[src/rtl/mult_control_param.sv]
// mult_control_param: sequencer for a digit-serial shift-add multiplier.
// Walks DIGITS x DIGITS digit pairs (i fastest), drives the accumulator
// enable/clear and the digit and shift selects, and flags done/busy/err.
// Optional build macro MULT_CTRL_STALL_EN adds a 'stall' input that freezes
// the CALC sequence.
module mult_control_param #(
    parameter  int unsigned DIGITS  = 2,
    parameter  int unsigned DIGIT_W = 4,
    localparam int unsigned SEL_W   = ($clog2(DIGITS) > 1) ? $clog2(DIGITS) : 1,
    localparam int unsigned SHIFT_W = ($clog2(2*DIGITS-1) > 1) ? $clog2(2*DIGITS-1) : 1
) (
    input  logic               clk,
    input  logic               reset_n,
    input  logic               start,
`ifdef MULT_CTRL_STALL_EN
    input  logic               stall,
`endif
    output logic               done,
    output logic               busy,
    output logic               err,
    output logic               clk_ena,
    output logic               sclr_n,
    output logic [SEL_W-1:0]   a_sel,
    output logic [SEL_W-1:0]   b_sel,
    output logic [SHIFT_W-1:0] shift_sel,
    output logic [2:0]         state_out
);

    typedef enum logic [2:0] {
        S_IDLE  = 3'b000,
        S_CLEAR = 3'b001,
        S_CALC  = 3'b010,
        S_DONE  = 3'b011,
        S_ERR   = 3'b100
    } state_t;

    localparam logic [SEL_W-1:0] LAST_IDX = SEL_W'(DIGITS - 1);

    // Elaboration-time sanity checks on the parameters
    if (DIGITS < 2) begin : g_digits_check
        $error("mult_control_param: DIGITS must be >= 2");
    end
    if (DIGIT_W < 1) begin : g_digit_w_check
        $error("mult_control_param: DIGIT_W must be >= 1");
    end

    state_t             state_q, state_d;
    logic [SEL_W-1:0]   i_q, i_d;
    logic [SEL_W-1:0]   j_q, j_d;
    logic               stall_act;

`ifdef MULT_CTRL_STALL_EN
    assign stall_act = stall;
`else
    assign stall_act = 1'b0;
`endif

    // State and digit-index registers, synchronous active-low reset
    always_ff @(posedge clk) begin
        if (!reset_n) begin
            state_q <= S_IDLE;
            i_q     <= '0;
            j_q     <= '0;
        end else begin
            state_q <= state_d;
            i_q     <= i_d;
            j_q     <= j_d;
        end
    end

    // Next-state and index sequencing; start anywhere in CLEAR/CALC aborts to ERR
    always_comb begin
        state_d = state_q;
        i_d     = i_q;
        j_d     = j_q;
        case (state_q)
            S_IDLE: begin
                if (start) state_d = S_CLEAR;
            end
            S_CLEAR: begin
                i_d     = '0;
                j_d     = '0;
                state_d = start ? S_ERR : S_CALC;
            end
            S_CALC: begin
                if (start) begin
                    state_d = S_ERR;
                    i_d     = '0;
                    j_d     = '0;
                end else if (!stall_act) begin
                    if (i_q == LAST_IDX) begin
                        i_d = '0;
                        if (j_q == LAST_IDX) begin
                            j_d     = '0;
                            state_d = S_DONE;
                        end else begin
                            j_d = j_q + SEL_W'(1);
                        end
                    end else begin
                        i_d = i_q + SEL_W'(1);
                    end
                end
            end
            S_DONE: begin
                state_d = start ? S_CLEAR : S_IDLE;
            end
            S_ERR: begin
                if (start) state_d = S_CLEAR;
            end
            default: begin
                state_d = S_IDLE;
                i_d     = '0;
                j_d     = '0;
            end
        endcase
    end

    // Moore output decode; stall only gates the accumulator enable in CALC
    always_comb begin
        done      = 1'b0;
        busy      = 1'b0;
        err       = 1'b0;
        clk_ena   = 1'b0;
        sclr_n    = 1'b1;
        a_sel     = '0;
        b_sel     = '0;
        shift_sel = '0;
        case (state_q)
            S_CLEAR: begin
                busy    = 1'b1;
                clk_ena = 1'b1;
                sclr_n  = 1'b0;
            end
            S_CALC: begin
                busy      = 1'b1;
                clk_ena   = !stall_act;
                a_sel     = i_q;
                b_sel     = j_q;
                shift_sel = SHIFT_W'(i_q) + SHIFT_W'(j_q);
            end
            S_DONE: begin
                done = 1'b1;
            end
            S_ERR: begin
                err = 1'b1;
            end
            default: begin
            end
        endcase
    end

    assign state_out = state_q;

endmodule

[config.mk]
export PLATFORM = sky130hd
export DESIGN_NAME = mult_control_param
export DESIGN_NICKNAME = d
export VERILOG_FILES = /design/src/rtl/mult_control_param.sv
export SDC_FILE = /design/constraint.sdc
export NUM_CORES = 1
export LEC_CHECK = 0
export BUFFER_PORTS_ARGS = -buffer_cell sky130_fd_sc_hd__buf_2
export CORE_AREA = 2 2 39 41
export DETAILED_ROUTE_END_ITERATION = 12
export DIE_AREA = 0 0 41 43
export PLACE_DENSITY = 0.59
export REMOVE_ABC_BUFFERS = 1
export SLEW_MARGIN = 0
export SYNTH_ARGS = -nofsm -noshare
export SYNTH_HDL_FRONTEND = slang
export SYNTH_SLANG_ARGS = --single-unit
[constraint.sdc]
create_clock -name clk -period 3.3 [get_ports clk]
set_input_delay 0.33 -clock clk [delete_from_list [all_inputs] [get_ports clk]]
set_output_delay 0.33 -clock clk [all_outputs]
set_load 0.005 [all_outputs]
==> flow_metrics.py <==
metrics = {
    "setup_path": {
        "cp_num_buf_inv": 1,
        "cp.arrival_ns": 1.39,
        "timing.rr.end": "state_out[2]$_SDFFE_PN0P_",
        "critPathTopFamily": "flip-flops",
        "regToRegStartpoint": "state_out[0]$_SDFFE_PN0P_",
        "cp-start-kind": "register",
        "critPathCaptureType": "output pin",
        "required_ns": 2.97,
        "ff2ff_setup_slack_ns": 2.03,
        "critPathMaxFanout": 15,
        "crit_chain": "or3b_1, buf_2",
        "slowest_delay_ns": 0.61,
        "path_class": "reg -> out",
        "cp_slowest_cell": "dfxtp_1",
        "worstRegToRegCells": 3,
    },
    "power": {
        "power_mw": 0.162,
        "seqPwrFrac_pct": 43.4,
        "power.density_mw_per_mm2": 364,
        "p_sw_mw": 0.0406,
        "power_leakage_nw": 0.219,
        "switching_share_pct": 25.0,
        "p_int_mw": 0.122,
        "clkPwrFrac_pct": 42.5,
        "comb_power_share_pct": 14.1,
        "peakVddDrop_v": 0.000220,
    },
    "clocking": {
        "cts_resized": 0,
        "cts_sinks": 5,
        "cts.path.max_buffers": 2,
        "cts_tree": "built",
        "path_clk_slew_ns": 0.04,
        "cts_root_buf": "clkbuf_4",
        "cts_hold_buf": 0,
        "h-tree-depth": 1,
        "cts_inserted_buffers": 3,
        "post_cts_buffers": 0,
        "clk_latency_ns": 0.24,
    },
    "finish": {
        "insertedDiodeCount": 0,
        "postLayoutCellArea_um2": 445,
        "multi_input_comb_area_um2": 225,
        "finalNonFillerCells": 73,
        "layout.nets": 62,
        "final_cell_mix": "buf_2 (14), dfxtp_1 (5), nor2_1 (4)",
        "drive_gt1_share_pct": 29.8,
        "regArea_um2": 100,
        "final_common_cell": "buf_2",
        "area_growth_pct": 24.5,
        "utilization_pct": 32.2,
        "fillers": 161,
    },
    "hold_path": {
        "worstHoldStart": "reset_n",
        "min_to": "state_out[0]$_SDFFE_PN0P_",
        "holdPathStages": 2,
        "hp-class": "in -> reg",
    },
    "synthesis": {
        "muxShareOfSynthArea_pct": 0,
        "synth_top_family_by_area": "simple AND/OR/NAND/NOR gates",
        "synth_top_flop_cell": "dfxtp_1",
        "synth_cell_types": 27,
        "synth-xor-area-share_pct": 2.45,
        "synth_fa_ha_area_share_pct": 3.50,
        "synth_compound_area_share_pct": 17.8,
        "ys_ff_latch": 5,
        "mappedNetlistArea_um2": 358,
        "synthSimpleGateAreaFrac_pct": 39.2,
        "ys_seq_area_share_pct": 28.0,
        "synth_cells": 43,
        "yosys_warnings": 0,
        "synth_area_per_cell_um2": 8.32,
        "synth_edf_count": 0,
        "synth-async-reset-ratio_pct": 0,
    },
    "die": {
        "io_pins": 15,
        "coreArea_mm2": 0.00138,
        "die_w_um": 41,
        "die_y_um": 43,
        "start_util_pct": 25.9,
        "rows": 14,
        "fp.dieArea_mm2": 0.00176,
    },
    "global_route": {
        "grt-ovfl-total": 0,
        "use_met1_pct": 12.5,
        "grt_max_degree": 16,
        "grt_pass1_wl_um": 1210,
        "grtUsageMet3_pct": 7.85,
        "grtUsageMet2_pct": 14.1,
        "antenna_found_initial": 0,
        "grt_usage_pct": 10.8,
        "first_global_vias": 282,
        "busiest_layer": "met2",
    },
    "timing": {
        "whs_ns": 0.358,
        "finalSetupViolCount": 0,
        "tightest_slew_ns": 0.471,
        "fin_ws_ns": 1.58,
        "slew_violations": 0,
        "period_share_pct": 52.2,
        "hold_viol": 0,
        "grt_setup_unrepaired": "false",
        "max_freq_mhz": 581,
        "skew_ns": 0.000744,
        "period_needed_ns": 1.72,
        "setup_tns_ns": 0,
        "relSlewSlack_pct": 68.6,
    },
    "status": {
        "status": "complete, no violations",
    },
    "route": {
        "ant_nets": 0,
        "drtIter0Drc": 5,
        "via_per_inst": 4.88,
        "routedWlPerCell_um": 10.6,
        "dr_total_vias": 356,
        "totalWireLength_um": 771,
        "drc": 0,
        "drt_pass1_iterations": 4,
    },
    "placement": {
        "io_buffers": 14,
        "place.gp.congestion": 0.647,
        "dp_hpwl_um": 571,
        "pre_cts_ws_ns": 1.85,
        "placedCellCount": 69,
        "dpl-instance-area_um2": 419,
    },
    "flow_run": {
        "cap_violations": 0,
    },
}
==> final cells by class <==
type	instances	share of cell area, %
clock buffers	4	5.90
inverters	1	0.843
multi-input cells	33	50.6
flip-flops and latches	5	22.5
well taps	16	4.49
repair buffers	14	15.7
==> cell families (layout without fill, tap and decap cells) <==
family | Yosys count | in the layout
buf+inv | 5 | 19
fa+ha+maj | 1 | 1
compound gates | 9 | 9
xor+xnor | 1 | 1
flops | 5 | 5
simple gates | 22 | 22
==> flip-flops by register name (all words and copies together), names as in the netlist <==
signal,flops
state_out,3
i_q,1
j_q,1
==> layer usage <==
| metal | routed length (µm) | up-vias |
|---|---|---|
| met5 | 0 | - |
| met4 | 14 | 0 |
| li1 | - | 180 |
| met3 | 77 | 2 |
| met1 | 369 | 155 |
| met2 | 310 | 19 |
==> worst register-to-register path, delay by kind of cell, from the launching register on <==
| family | cells | cell delay [ns] |
|---|---|---|
| compound gates | 1 | 0.11 |
| flops | 1 | 0.61 |
| simple gates | 2 | 0.51 |
==> worst max-delay path by stage <==
stage	slack, ns	startpoint	cells after the start	to
final	1.58	state_out[0]$_SDFFE_PN0P_	2	sclr_n
after global routing	1.49	state_out[0]$_SDFFE_PN0P_	2	sclr_n
after CTS	1.58	state_out[0]$_SDFFE_PN0P_	2	sclr_n
after detailed placement	1.85	state_out[0]$_SDFFE_PN0P_	2	sclr_n
after global placement	1.86	state_out[0]$_SDFFE_PN0P_	2	sclr_n
after floorplan	2.03	state_out[0]$_SDFFE_PN0P_	1	sclr_n
==> power groups by stage <==
stage	combinational [mW]	sequential, mW	clock (mW)
6_report	0.0229	0.0704	0.0689
5_1_grt	0.0262	0.0711	0.0795
4_1_cts	0.0233	0.0703	0.0723
3_5_place_dp	0.0230	0.0714	0
3_3_place_gp	0.0228	0.0713	0
2_1_floorplan	0.0131	0.0699	0
==> cells in the mapped netlist (2+ instances only) <==
cell,n,area share (%)
nand2_1,2,2.1
or3b_1,2,4.9
nand3b_1,2,4.2
dfxtp_1,5,28
and3b_1,2,4.9
nor2_1,4,4.2
o21ai_0,2,2.8
nand2b_1,2,3.5
nor3b_1,3,6.3
o21a_1,2,4.2
Power figures use the tool's default switching activity.
